`config.mk`:
```
export PLATFORM = sky130hd
export DESIGN_NAME = apb_master_arbiter
export DESIGN_NICKNAME = d
export VERILOG_FILES = /design/src/rtl/apb_master_arbiter.sv
export SDC_FILE = /design/constraint.sdc
export NUM_CORES = 1
export LEC_CHECK = 0
export ABC_AREA = 1
export CAP_MARGIN = 20
export CORE_MARGIN = 2
export CORE_UTILIZATION = 38
export DETAILED_ROUTE_END_ITERATION = 10
export PLACE_DENSITY_LB_ADDON = 0.2
export SETUP_SLACK_MARGIN = 0.4
export SLEW_MARGIN = 20
export SYNTH_ARGS = -nofsm -noshare
export SYNTH_HDL_FRONTEND = slang
export SYNTH_SLANG_ARGS = --single-unit
```
`constraint.sdc`:
```
create_clock -name pclk -period 3.85 [get_ports pclk]
set_clock_uncertainty 0.1 [all_clocks]
set_input_delay 0.77 -clock pclk [delete_from_list [all_inputs] [get_ports pclk]]
set_output_delay 0.77 -clock pclk [all_outputs]
set_load 0.05 [all_outputs]
```
`src/rtl/apb_master_arbiter.sv`:
```
// Round-robin arbiter sharing one APB master port among NUM_REQ
// requesters, with optional pready timeout on the ACCESS phase.
module apb_master_arbiter #(
  parameter int APB_ADDR_WIDTH = 32,
  parameter int APB_DATA_WIDTH = 32,
  parameter int NUM_REQ        = 2,
  parameter int TIMEOUT        = 16
) (
  input  logic                              pclk,
  input  logic                              preset,
  input  logic [NUM_REQ-1:0]                req_valid,
  input  logic [NUM_REQ-1:0]                req_write,
  input  logic [NUM_REQ*APB_ADDR_WIDTH-1:0] req_addr,
  input  logic [NUM_REQ*APB_DATA_WIDTH-1:0] req_wdata,
  output logic [NUM_REQ-1:0]                rsp_valid,
  output logic [APB_DATA_WIDTH-1:0]         rsp_rdata,
  output logic                              rsp_err,
  output logic                              timeout_pulse,
  output logic [APB_ADDR_WIDTH-1:0]         paddr,
  output logic                              psel,
  output logic                              penable,
  output logic                              pwrite,
  output logic [APB_DATA_WIDTH-1:0]         pwdata,
  input  logic [APB_DATA_WIDTH-1:0]         prdata,
  input  logic                              pready,
  input  logic                              pslverr
);

  localparam int AW = APB_ADDR_WIDTH;
  localparam int DW = APB_DATA_WIDTH;
  localparam int IW = $clog2(NUM_REQ);
  localparam int CW = (TIMEOUT > 0) ? $clog2(TIMEOUT + 1) : 1;
  localparam bit TO_EN = (TIMEOUT > 0);
  localparam logic [CW-1:0] CNT_MAX =
    CW'((TIMEOUT > 0) ? TIMEOUT : 1);
  localparam logic [CW-1:0] CNT_LAST =
    CW'((TIMEOUT > 0) ? TIMEOUT - 1 : 0);

  typedef enum logic [1:0] {
    IDLE,
    SETUP,
    ACCESS,
    RESP
  } state_e;

  state_e            state_q, state_d;
  logic [IW-1:0]     owner_q, owner_d;
  logic [IW-1:0]     rr_q, rr_d;
  logic [CW-1:0]     cnt_q, cnt_d;
  logic [AW-1:0]     paddr_q, paddr_d;
  logic              pwrite_q, pwrite_d;
  logic [DW-1:0]     pwdata_q, pwdata_d;
  logic              psel_q, psel_d;
  logic              penable_q, penable_d;
  logic [NUM_REQ-1:0] rsp_valid_q, rsp_valid_d;
  logic [DW-1:0]     rsp_rdata_q, rsp_rdata_d;
  logic              rsp_err_q, rsp_err_d;
  logic              tmo_q, tmo_d;

  logic              gnt_found;
  logic [IW-1:0]     gnt_idx;
  logic [IW:0]       scan;

  // Walk downward so the lowest offset from rr_q wins last.
  always_comb begin
    gnt_found = 1'b0;
    gnt_idx   = '0;
    scan      = '0;
    for (int k = NUM_REQ - 1; k >= 0; k--) begin
      scan = {1'b0, rr_q} + (IW+1)'(k);
      if (scan >= (IW+1)'(NUM_REQ)) begin
        scan = scan - (IW+1)'(NUM_REQ);
      end
      if (req_valid[scan[IW-1:0]]) begin
        gnt_found = 1'b1;
        gnt_idx   = scan[IW-1:0];
      end
    end
  end

  always_comb begin
    state_d     = state_q;
    owner_d     = owner_q;
    rr_d        = rr_q;
    cnt_d       = cnt_q;
    paddr_d     = paddr_q;
    pwrite_d    = pwrite_q;
    pwdata_d    = pwdata_q;
    psel_d      = 1'b0;
    penable_d   = 1'b0;
    rsp_valid_d = '0;
    rsp_rdata_d = rsp_rdata_q;
    rsp_err_d   = rsp_err_q;
    tmo_d       = 1'b0;
    unique case (state_q)
      IDLE: begin
        if (gnt_found) begin
          owner_d  = gnt_idx;
          paddr_d  = req_addr[gnt_idx*AW +: AW];
          pwrite_d = req_write[gnt_idx];
          pwdata_d = req_wdata[gnt_idx*DW +: DW];
          psel_d   = 1'b1;
          state_d  = SETUP;
        end
      end
      SETUP: begin
        psel_d    = 1'b1;
        penable_d = 1'b1;
        state_d   = ACCESS;
      end
      ACCESS: begin
        if (pready) begin
          rsp_rdata_d          = pwrite_q ? '0 : prdata;
          rsp_err_d            = pslverr;
          rsp_valid_d[owner_q] = 1'b1;
          state_d              = RESP;
        end else if (TO_EN && cnt_q == CNT_LAST) begin
          rsp_rdata_d          = '0;
          rsp_err_d            = 1'b1;
          tmo_d                = 1'b1;
          rsp_valid_d[owner_q] = 1'b1;
          state_d              = RESP;
        end else begin
          psel_d    = 1'b1;
          penable_d = 1'b1;
          if (cnt_q != CNT_MAX) begin
            cnt_d = cnt_q + CW'(1);
          end
        end
      end
      RESP: begin
        cnt_d   = '0;
        state_d = IDLE;
        if (owner_q == IW'(NUM_REQ - 1)) begin
          rr_d = '0;
        end else begin
          rr_d = owner_q + IW'(1);
        end
      end
      default: state_d = IDLE;
    endcase
  end

  always_ff @(posedge pclk or posedge preset) begin
    if (preset) begin
      state_q     <= IDLE;
      owner_q     <= '0;
      rr_q        <= '0;
      cnt_q       <= '0;
      paddr_q     <= '0;
      pwrite_q    <= 1'b0;
      pwdata_q    <= '0;
      psel_q      <= 1'b0;
      penable_q   <= 1'b0;
      rsp_valid_q <= '0;
      rsp_rdata_q <= '0;
      rsp_err_q   <= 1'b0;
      tmo_q       <= 1'b0;
    end else begin
      state_q     <= state_d;
      owner_q     <= owner_d;
      rr_q        <= rr_d;
      cnt_q       <= cnt_d;
      paddr_q     <= paddr_d;
      pwrite_q    <= pwrite_d;
      pwdata_q    <= pwdata_d;
      psel_q      <= psel_d;
      penable_q   <= penable_d;
      rsp_valid_q <= rsp_valid_d;
      rsp_rdata_q <= rsp_rdata_d;
      rsp_err_q   <= rsp_err_d;
      tmo_q       <= tmo_d;
    end
  end

  assign paddr         = paddr_q;
  assign pwrite        = pwrite_q;
  assign pwdata        = pwdata_q;
  assign psel          = psel_q;
  assign penable       = penable_q;
  assign rsp_valid     = rsp_valid_q;
  assign rsp_rdata     = rsp_rdata_q;
  assign rsp_err       = rsp_err_q;
  assign timeout_pulse = tmo_q;

endmodule

```
### Yosys cells after proc, flatten, opt, wreduce, memory -nomap -nowiden

Cells that the tools add are included.

* register bits: 112
* bits of input ports: 168
* output and inout bits: 103
* word-level logic and storage cells: 84

* $add $sub $neg: 5
* magnitude comparators: 7
* eq/ne operators: 10
* shifts and indexed selects: 2
* mux-type cells: 39
* reduce and logical (&&, ||, !) cells: 8

Operators by type and width (number)
* $shiftx A64 B7 Y32: 2
* $mux W32: 3
* $mux W1: 22
* $mux W5: 3
* $mux W2: 6
* $pmux W5 S2: 1
* $lt A1 B2 Y1 const B: 4
* $ne A2 B2 Y1 const B: 4
* $pmux W2 S4: 1
* $reduce_and A2 Y1: 3
* $add A5 B1 Y5 const B: 1
* $eq A5 B4 Y1 const B: 1
* $ne A5 B5 Y1 const B: 1
* $eq A2 B2 Y1 const B: 2
* $reduce_and A4 Y1: 1
* $reduce_bool A2 Y1: 2
* $ne A3 B3 Y1 const B: 1
* $pmux W1 S3: 1
* $add A1 B1 Y2 const B: 1
* $eq A2 B1 Y1 const B: 1
* $ge A1 B2 Y1 const B: 1
* $ge A2 B2 Y1 const B: 1
* $logic_not A2 Y1: 1
* $pmux W1 S2: 1
* other kinds (5): 6

### Depth between registers and ports, before layout

* depth after elaboration: 9
* gate-level depth with buffers: 11
* depth with buffers taken out: 11

### Worst setup path before layout

OpenSTA, ideal clock, no wires.

* path type: reg-to-reg
* from: register cnt_q[0]
* to: register rsp_rdata_q[0], in the netlist rsp_rdata[0]
* library setup time: 0.066 ns
* arrival: 1.473 ns
* data required time: 3.684 ns
* setup slack: 2.211 ns
* stages on the path, launching flop included: 11
* buffers on the path: 1
* clock period less this slack: 1.639 ns
* cell sequence: dfrtp_1 -> ha_1 -> nand2_1 -> nor2_1 -> ha_1 -> nand2_1 -> nand2_2 -> inv_2 -> buf_2 -> nand2_1 -> nand2_1

* longest elaborated chain between the ends: 3

RTL lines
* start: declaration: line 49 `logic [CW-1:0] cnt_q, cnt_d;`
* start signal: assignment: line 163 `cnt_q <= cnt_d;`
* $eq A5 B4 Y1: line 117 `end else if (TO_EN && cnt_q == CNT_LAST) begin`
* $reduce_bool A2 Y1 (no line)
* $reduce_and A2 Y1 (no line)
* end signal: assignment: line 170 `rsp_rdata_q <= rsp_rdata_d;`
* end: declaration: line 56 `logic [DW-1:0] rsp_rdata_q, rsp_rdata_d;`

Every way passes these cells.
A chain may end at the register's enable or synchronous reset.

### Worst setup path in the final report

* from: register cnt_q[0]
* to: register rsp_rdata_q[19], in the netlist rsp_rdata[19]

Same word-level chain as after synthesis.

==> qor.yml <==
global_route:
  antenna_found_initial: 0
  grtUsageTotal_pct: 20.18
  overflow: 0
  grt_pass1_vias: 5210
  grt_start_max_net_pins: 68
  grt_pass1_wl_um: 25850
worst_setup_path:
  timing.rr.end: "rsp_rdata[19]"
  worst-r2r-setup-slack_ns: 1.37
  reg2reg_depth: 9
  cp_max_fo: 34
  cp.arrival_ns: 2.66
  path_class: "register to register"
  start_kind: "register"
  r2r-start: "cnt_q[0]"
  crit_path_end: "rsp_rdata[19]"
  crit_start: "cnt_q[0]"
  cp-end-kind: "register"
  required_ns: 4.03
yosys:
  seq_area_frac_synth_pct: 49.06
  ys_warn_count: 0
  synth.area.top_cells: "dfrtp_1, nand2_1, inv_1"
  syn_nets: 969
  synth_top_area_share_pct: 49.06
  synth_ff_type: "dfrtp_1"
  avgSynthCellArea_um2: 7.204
  synth_top_area_cell: "dfrtp_1"
  syn-cell-area_um2: 5713
  ys_types: 18
  ys_async_sr_fraction_pct: 100.0
  ys_ff_latch: 112
  synth_edf_count: 0
  synthCells: 793
floorplan:
  initial_core_util_pct: 39.16
  core_um2: 14590
  die_h_um: 126.6
  fp-row-count: 44
  ios: 271
  die-area_um2: 16030
  die-width_um: 126.6
clock_tree:
  insertion_delay_ns: 0.35
  clk_pin_slew_ns: 0.07
  htreeDepth: 3
  post_cts_buffers: 0
  postCtsHoldBufs: 0
  clock_tree.buffer_depth: 2
  cts_resized: 0
  cts_num_sinks: 112
  cts_made_buffers: 9
  tritoncts: "built"
  clockRootBuffer: "clkbuf_16"
layout:
  design_area_um2: 8796
  final_util_pct: 60.29
  layout.cells.non_filler: 1232
  area.growth.synth_to_final_pct: 53.96
  nets: 1219
  antenna-diode-count: 0
  fill_cells: 1380
  drive_above_1_share_pct: 3.053
sta:
  slew_headroom_pct: 49.96
  min_period_ns: 2.478
  worst_slew_pin_slew_ns: 0.7507
  max_freq_ghz: 0.4035
  setup_viol: 0
  fin_tns_setup_ns: 0
  hold_ws_ns: 0.3492
  drv_slew: 0
  fin_crit_sh_pct: 64.37
  hold_violations: 0
  rsz0062_at_grt: "no"
routing:
  dr.pass1.iters: 4
  first_iter_violations: 250
  wire_per_inst_um: 12.72
  drt_wl_total_um: 15670
  num_vias: 5431
  ant_nets: 0
  drc: 0
  avgViaCountPerCell: 4.408
job:
  maxCapViolations: 0
outcome:
  status: "completed"
worst_hold_path:
  hp-class: "register to register"
power:
  leakage_nw: 4.722
  power.density_nw_per_um2: 858.8
  peakVddDrop_v: 0.0004505
place:
  placed_cell_area_um2: 8488
  gp_congestion: 0.7665
  place_inst: 1216
  hpwl_um: 11240
  io_buffer_count: 270
==> worst max-delay path, stage by stage (launching register included) <==
cell and delay, ns:
dfrtp_1 0.44, ha_1 0.25, nand2_1 0.07, nor2_1 0.05, ha_1 0.19, nand2_1 0.10
nand2_2 0.37, inv_2 0.60, nand2_1 0.13, nand2_1 0.09
==> metrics by stage <==
step           total power [mW]  setup slack [ns]
2_1_floorplan             5.113             1.623
3_3_place_gp              6.607             1.168
3_5_place_dp              6.639             1.111
4_1_cts                   7.642             1.336
5_1_grt                   8.023             1.129
6_report                  7.554             1.372
==> cell type report <==
| class | count | area [µm²] | share of cell area, % |
|---|---|---|---|
| inverters | 153 | 578.1 | 6.572 |
| multi-input cells | 490 | 2085 | 23.70 |
| well taps | 184 | 230.2 | 2.617 |
| clock buffers | 12 | 256.5 | 2.916 |
| repair buffers | 277 | 2793 | 31.75 |
| flip-flops and latches | 112 | 2803 | 31.86 |
| clock inverters | 4 | 51.30 | 0.5832 |
==> cell usage after synthesis (3+ instances only) <==
| master | instances |
|---|---|
| nand2_1 | 350 |
| inv_1 | 149 |
| dfrtp_1 | 112 |
| nand3_1 | 106 |
| buf_2 | 20 |
| buf_4 | 13 |
| nor2_1 | 11 |
| ha_1 | 8 |
| buf_6 | 5 |
| o21ai_0 | 5 |
| inv_2 | 4 |
| nand4_1 | 3 |
==> cells by family (layout without fill, tap and decap cells) <==
kind of cell	after synthesis	count (layout)	synth area share (%)
AO/OA/AOI/OAI	7	7	0.6788
XOR/XNOR	1	1	0.1533
adder cells (fa/ha/maj)	8	8	1.752
buffers and inverters	191	446	14.50
flip-flops	112	112	49.06
AND/OR/NAND/NOR	474	474	33.86
==> how the worst min path moves through the flow <==
| stage | startpoint | to | slack (ns) | depth (start not counted) |
|---|---|---|---|---|
| after CTS | owner_q | rsp_valid[0] | 0.35 | 1 |
| after global placement | owner_q | rsp_valid[0] | 0.34 | 1 |
| after detailed placement | owner_q | rsp_valid[0] | 0.34 | 1 |
| after floorplan | owner_q | rsp_valid[0] | 0.32 | 1 |
| final | owner_q | rsp_valid[0] | 0.35 | 1 |
| after global routing | owner_q | rsp_valid[0] | 0.38 | 1 |
==> routing by layer <==
layer  GRT usage, %  vias to the layer above  part of all wire, %
met1          24.79                     2396                   42
met2          33.50                      185                   47
met4          6.593                        0                  2.5
li1               -                     2825                    -
met5              0                        -                    0
met3          6.790                       25                  8.8
==> power breakdown <==
group / leakage (nW) / internal, mW / switching, mW
clock: 0.149 / 0.542 / 0.424
combinational: 3.16 / 1.46 / 3.05
sequential: 1.41 / 1.75 / 0.328
==> placed cells by master (no fill, tap or decap), types with 3 or more instances in the layout <==
cell type,n
nand3_1,106
ha_1,8
nand2_1,350
dfrtp_1,112
buf_4,4
clkbuf_16,9
inv_1,148
nor2_1,10
buf_12,3
nand4_1,3
inv_2,4
clkdlybuf4s50_1,270
o21ai_0,5
==> state kept, by name, indices dropped and copies added, names as in the netlist <==
name           flops
timeout_pulse      1
paddr             32
psel               1
pwdata            32
penable            1
rsp_rdata         32
state_q            2
rsp_valid          2
rr_q               1
rsp_err            1
cnt_q              5
pwrite             1
owner_q            1
No activity file was read; power rests on OpenSTA's default activity.
